File: src/rtl/i2s_tx_framer.sv
// I2S transmit framer: one-entry L/R holding register with valid/ready intake,
// BCLK/LRCK generation and MSB-first serialisation into 32-bit zero-padded slots.
module i2s_tx_framer #(
  parameter int unsigned DATA_WL  = 16,
  parameter int unsigned SLOT_WL  = 32,
  parameter int unsigned BCLK_DIV = 4
) (
  input  logic               clk,
  input  logic               rst,
  input  logic               en,
  input  logic [DATA_WL-1:0] l_data,
  input  logic [DATA_WL-1:0] r_data,
  input  logic               s_valid,
  output logic               s_ready,
  output logic               bclk,
  output logic               lrck,
  output logic               sdata,
  output logic               frame_start,
  output logic               underrun
);

  localparam int unsigned BW     = $clog2(2 * SLOT_WL);
  localparam int unsigned DIVW   = (BCLK_DIV > 1) ? $clog2(BCLK_DIV) : 1;
  localparam logic [BW-1:0]   B_LAST   = BW'(2 * SLOT_WL - 1);
  localparam logic [BW-1:0]   B_SLOT   = BW'(SLOT_WL);
  localparam logic [BW-1:0]   B_DATA   = BW'(DATA_WL);
  localparam logic [DIVW-1:0] DIV_LAST = DIVW'(BCLK_DIV - 1);

  typedef enum logic {
    IDLE,
    RUN
  } state_e;

  state_e             state_q;
  logic [DIVW-1:0]    div_q;
  logic               bclk_q;
  logic [BW-1:0]      b_q;
  logic               lrck_q;
  logic               sdata_q;
  logic [DATA_WL-1:0] sh_l_q;
  logic [DATA_WL-1:0] sh_r_q;
  logic [DATA_WL-1:0] hold_l_q;
  logic [DATA_WL-1:0] hold_r_q;
  logic               hold_full_q;
  logic               frame_start_q;
  logic               underrun_q;

  logic               div_wrap;
  logic               fall;
  logic               wrap;
  logic               load;
  logic               accept;
  logic [BW-1:0]      b_d;
  logic [BW-1:0]      slot_d;
  logic               lrck_d;
  logic               data_bit;
  logic               sdata_d;

  always_comb begin
    div_wrap = (div_q == DIV_LAST);
    fall     = (state_q == RUN) && div_wrap && bclk_q;
    wrap     = fall && (b_q == B_LAST);
    load     = ((state_q == IDLE) && en) || (wrap && en);
    accept   = s_valid && !hold_full_q;
    b_d      = (b_q == B_LAST) ? '0 : b_q + 1'b1;
    lrck_d   = (b_d >= B_SLOT);
    slot_d   = lrck_d ? b_d - B_SLOT : b_d;
    data_bit = (slot_d != '0) && (slot_d <= B_DATA);
    sdata_d  = 1'b0;
    if (data_bit) begin
      sdata_d = lrck_d ? sh_r_q[DATA_WL-1] : sh_l_q[DATA_WL-1];
    end
  end

  always_ff @(posedge clk or negedge rst) begin
    if (!rst) begin
      state_q       <= IDLE;
      div_q         <= '0;
      bclk_q        <= 1'b0;
      b_q           <= '0;
      lrck_q        <= 1'b0;
      sdata_q       <= 1'b0;
      sh_l_q        <= '0;
      sh_r_q        <= '0;
      hold_l_q      <= '0;
      hold_r_q      <= '0;
      hold_full_q   <= 1'b0;
      frame_start_q <= 1'b0;
      underrun_q    <= 1'b0;
    end else begin
      frame_start_q <= load;
      underrun_q    <= load && !hold_full_q;

      // Intake only happens while empty, so a load in the same cycle never drops it.
      if (accept) begin
        hold_l_q    <= l_data;
        hold_r_q    <= r_data;
        hold_full_q <= 1'b1;
      end else if (load) begin
        hold_full_q <= 1'b0;
      end

      case (state_q)
        IDLE: begin
          div_q   <= '0;
          bclk_q  <= 1'b0;
          b_q     <= '0;
          lrck_q  <= 1'b0;
          sdata_q <= 1'b0;
          if (en) begin
            state_q <= RUN;
          end
        end
        RUN: begin
          div_q <= div_wrap ? '0 : div_q + 1'b1;
          if (div_wrap) begin
            bclk_q <= ~bclk_q;
          end
          // The wrap edge naturally lands on b=0/lrck=0/sdata=0, which doubles as the IDLE values.
          if (fall) begin
            b_q     <= b_d;
            lrck_q  <= lrck_d;
            sdata_q <= sdata_d;
            if (data_bit) begin
              if (lrck_d) begin
                sh_r_q <= sh_r_q << 1;
              end else begin
                sh_l_q <= sh_l_q << 1;
              end
            end
          end
          if (wrap && !en) begin
            state_q <= IDLE;
          end
        end
        default: state_q <= IDLE;
      endcase

      if (load) begin
        sh_l_q <= hold_full_q ? hold_l_q : '0;
        sh_r_q <= hold_full_q ? hold_r_q : '0;
      end
    end
  end

  assign s_ready     = ~hold_full_q;
  assign bclk        = bclk_q;
  assign lrck        = lrck_q;
  assign sdata       = sdata_q;
  assign frame_start = frame_start_q;
  assign underrun    = underrun_q;

endmodule

File: config.mk
export PLATFORM = sky130hd
export DESIGN_NAME = i2s_tx_framer
export DESIGN_NICKNAME = d
export VERILOG_FILES = /design/src/rtl/i2s_tx_framer.sv
export SDC_FILE = /design/constraint.sdc
export NUM_CORES = 1
export LEC_CHECK = 0
export CAP_MARGIN = 20
export CELL_PAD_IN_SITES_DETAIL_PLACEMENT = 0
export CELL_PAD_IN_SITES_GLOBAL_PLACEMENT = 1
export CORE_MARGIN = 2
export CORE_UTILIZATION = 47
export DETAILED_ROUTE_END_ITERATION = 12
export PLACE_DENSITY = 0.83
export SYNTH_ARGS = -nofsm -noshare
export SYNTH_HDL_FRONTEND = slang
export SYNTH_SLANG_ARGS = --single-unit
File: constraint.sdc
create_clock -name clk -period 6.11 [get_ports clk]
set_input_delay 0.9165 -clock clk [delete_from_list [all_inputs] [get_ports clk]]
set_output_delay 0.9165 -clock clk [all_outputs]
set_load 0.05 [all_outputs]
==> flow_metrics.env <==
export IMPL_status="completed"
export IMPL_crit_type="reg2out"
export IMPL_avgViaCountPerCell=5.27
export IMPL_drc=0
export IMPL_grt_pass1_wl_um=11200
export IMPL_syn_cell_area_mm2=0.00352
export IMPL_grt_usage_pct=17.2
export IMPL_p_per_area_mw_per_mm2=225
export IMPL_yosys_warnings=0
export IMPL_portBuffers=41
export IMPL_synth_seq_area_share_pct=56.1
export IMPL_routedWlPerCell_um=14.4
export IMPL_drive_above_1_share_pct=19.2
export IMPL_dieHeight_um=90.6
export IMPL_drv_cap=0
export IMPL_grt_pass1_vias=2399
export IMPL_path_clk_slew_ns=0.08
export IMPL_fin_crit_sh_pct=43.5
export IMPL_worstHoldPathType="reg2reg"
export IMPL_dieWidth_um=90.6
export IMPL_slowest_stage="clkdlybuf4s50_1"
export IMPL_grt_setup_unrepaired="false"
export IMPL_finalCriticalPeriod_ns=2.66
export IMPL_worstMarginPinSlew_ns=1.02
export IMPL_vias=2394
export IMPL_drt_iter0_drc=108
export IMPL_fin_nets=388
export IMPL_cts_tree="built"
export IMPL_worst_ir_drop_vdd_uv=153
export IMPL_synth_cell_types=35
export IMPL_ioPinCount=42
export IMPL_synth_top_area_cell="dfrtp_1"
export IMPL_tns_ns=0
export IMPL_drt_pass1_iterations=4
export IMPL_cts_sinks=79
export IMPL_coreArea_mm2=0.00725
export IMPL_syn2layout_area_growth_pct=20.0
export IMPL_synth_async_sr_flop_share_pct=100
export IMPL_crit_chain="inv_1 > clkdlybuf4s50_1"
export IMPL_fmax_mhz=376
export IMPL_finalWeightedCongestion=0.783
export IMPL_rows=31
export IMPL_setup_violations=0
export IMPL_clkLatencyLatePin_ns=0.35
export IMPL_hold_viol=0
export IMPL_synth_cells=312
export IMPL_totalWireLength_um=6530
export IMPL_slowest_delay_ns=0.80
export IMPL_slew_headroom_pct=32.0
export IMPL_synthFlopType="dfrtp_1"
export IMPL_seqCellArea_mm2=0.00198
export IMPL_start_kind="flop"
export IMPL_arrival_ns=1.74
export IMPL_post_cts_setup_buffer_count=0
export IMPL_end_kind="primary output"
export IMPL_synth_edf_count=0
export IMPL_cts_root_buf="clkbuf_8"
export IMPL_power_uw=953
export IMPL_multiInputGateArea_mm2=0.00146
export IMPL_synth_nets=350
export IMPL_static_leakage_power_nw=1.87
export IMPL_skew_ns=0.00749
export IMPL_yosys_top_cells_count="dfrtp_1, nand2_1, mux2_2"
export IMPL_cp_max_fo=6
export IMPL_grt_max_degree=80
export IMPL_synth_most_common_cell="dfrtp_1"
export IMPL_drtAntennaViolNets=0
export IMPL_dieArea_mm2=0.00821
export IMPL_synth_top_area_share_pct=56.1
export IMPL_cts_buffers=9
export IMPL_required_ns=5.19
export IMPL_antenna_found_initial=0
export IMPL_synth_area_leaders="dfrtp_1, mux2_2, nand2_1, mux2i_1, nand3_1"
export IMPL_place_hpwl_um=4220
export IMPL_h_tree_depth=3
export IMPL_n_antenna_cell=0
export IMPL_grt_ovfl_total=0
export IMPL_start_util_pct=48.6
export IMPL_post_cts_resized=0
export IMPL_syn_avg_cell_area_um2=11.3
export IMPL_clk_path_buf_depth=2
export IMPL_synth_seq_cells=79
export IMPL_maxSlewViolCount=0
export IMPL_nFillCells=612
export IMPL_ctsHoldBuffers=0
-- critical path, delay by kind of cell (launching register included) --
kind / cells / cell delay, ns
buffers and inverters: 2 / 0.91
DFF: 1 / 0.47
-- metrics by stage --
step           utilization [%]  std cells  worst slack [ns]  area (µm²)  hold WS (ns)
3_5_place_dp              55.0        435              3.00        3990         0.437
3_3_place_gp              55.0        435              3.06        3990         0.427
5_1_grt                   58.3        454              3.32        4230         0.473
2_1_floorplan                -        312              3.82        3520         0.416
4_1_cts                   57.6        451              3.14        4180         0.448
6_report                  58.3        454              3.45        4230         0.442
-- flip-flops by register name, summed over array words and instances (netlist names) --
name         cells
b_q              6
bclk             1
div_q            2
frame_start      1
hold_full_q      1
hold_l_q        16
hold_r_q        16
lrck             1
sdata            1
sh_l_q          16
sh_r_q          16
state_q          1
underrun         1
-- layout make-up --
class                      instances  share of cell area (%)
clock buffer                      10                    3.02
clock inverter                     6                    1.45
inverter                           3                   0.266
multi-input combinational        212                    34.6
sequential                        79                    46.8
tap                               99                    2.93
timing repair buffer              45                    11.0
-- metal layers --
layer / track usage (%) / wire length [µm]
met5: 0 / 0
met4: 6.67 / 130
met3: 5.34 / 276
met2: 26.2 / 3030
met1: 23.0 / 3090
-- worst paths after layout --
kind	from	to	slack, ns	depth (start not counted)
worst max-delay path	hold_full_q	s_ready	3.45	2
worst min-delay path	div_q[0]	div_q[0]	0.44	1
worst max register to register	b_q[0]	sh_l_q[4]	3.58	9
worst min register to register	div_q[0]	div_q[0]	0.44	1
max in group asynchronous	rst	hold_r_q[4]	4.78	1
min in group asynchronous	rst	div_q[0]	0.72	1
-- cell families (layout without fill, tap and decap cells) --
| group | Yosys count | after routing | share of synthesized area [%] |
|---|---|---|---|
| and+or+nand+nor | 110 | 110 | 15.5 |
| DFF | 79 | 79 | 56.1 |
| muxes | 49 | 49 | 15.1 |
| AOI/OAI and AO/OA | 47 | 47 | 9.09 |
| buffers and inverters | 21 | 64 | 2.52 |
| xor gates and xnor gates | 4 | 4 | 0.994 |
| adders and majority gates | 2 | 2 | 0.710 |
-- power breakdown --
group	switching (mW)	internal [mW]	total (mW)
sequential	0.00552	0.533	0.539
clock	0.186	0.187	0.373
combinational	0.0146	0.0271	0.0417
-- placed cells by master (no fill, tap or decap), types with 2 or more instances in the layout --
master,Yosys,routed
nor2b_1,13,12
a21boi_0,3,3
o211ai_1,2,2
dfrtp_1,79,79
a21oi_1,3,3
inv_1,3,3
xnor2_1,3,3
clkinv_2,0,3
o21ai_2,9,9
and2_1,7,7
ha_1,2,2
nand4_1,4,4
nor3b_1,3,3
buf_4,0,3
clkbuf_8,0,9
nand2_1,43,43
mux2i_1,16,16
mux2_2,33,33
o21ai_0,22,22
clkdlybuf4s50_1,0,40
nand3_1,29,29
nor2_1,6,6
No activity file was read; power rests on OpenSTA's default activity.
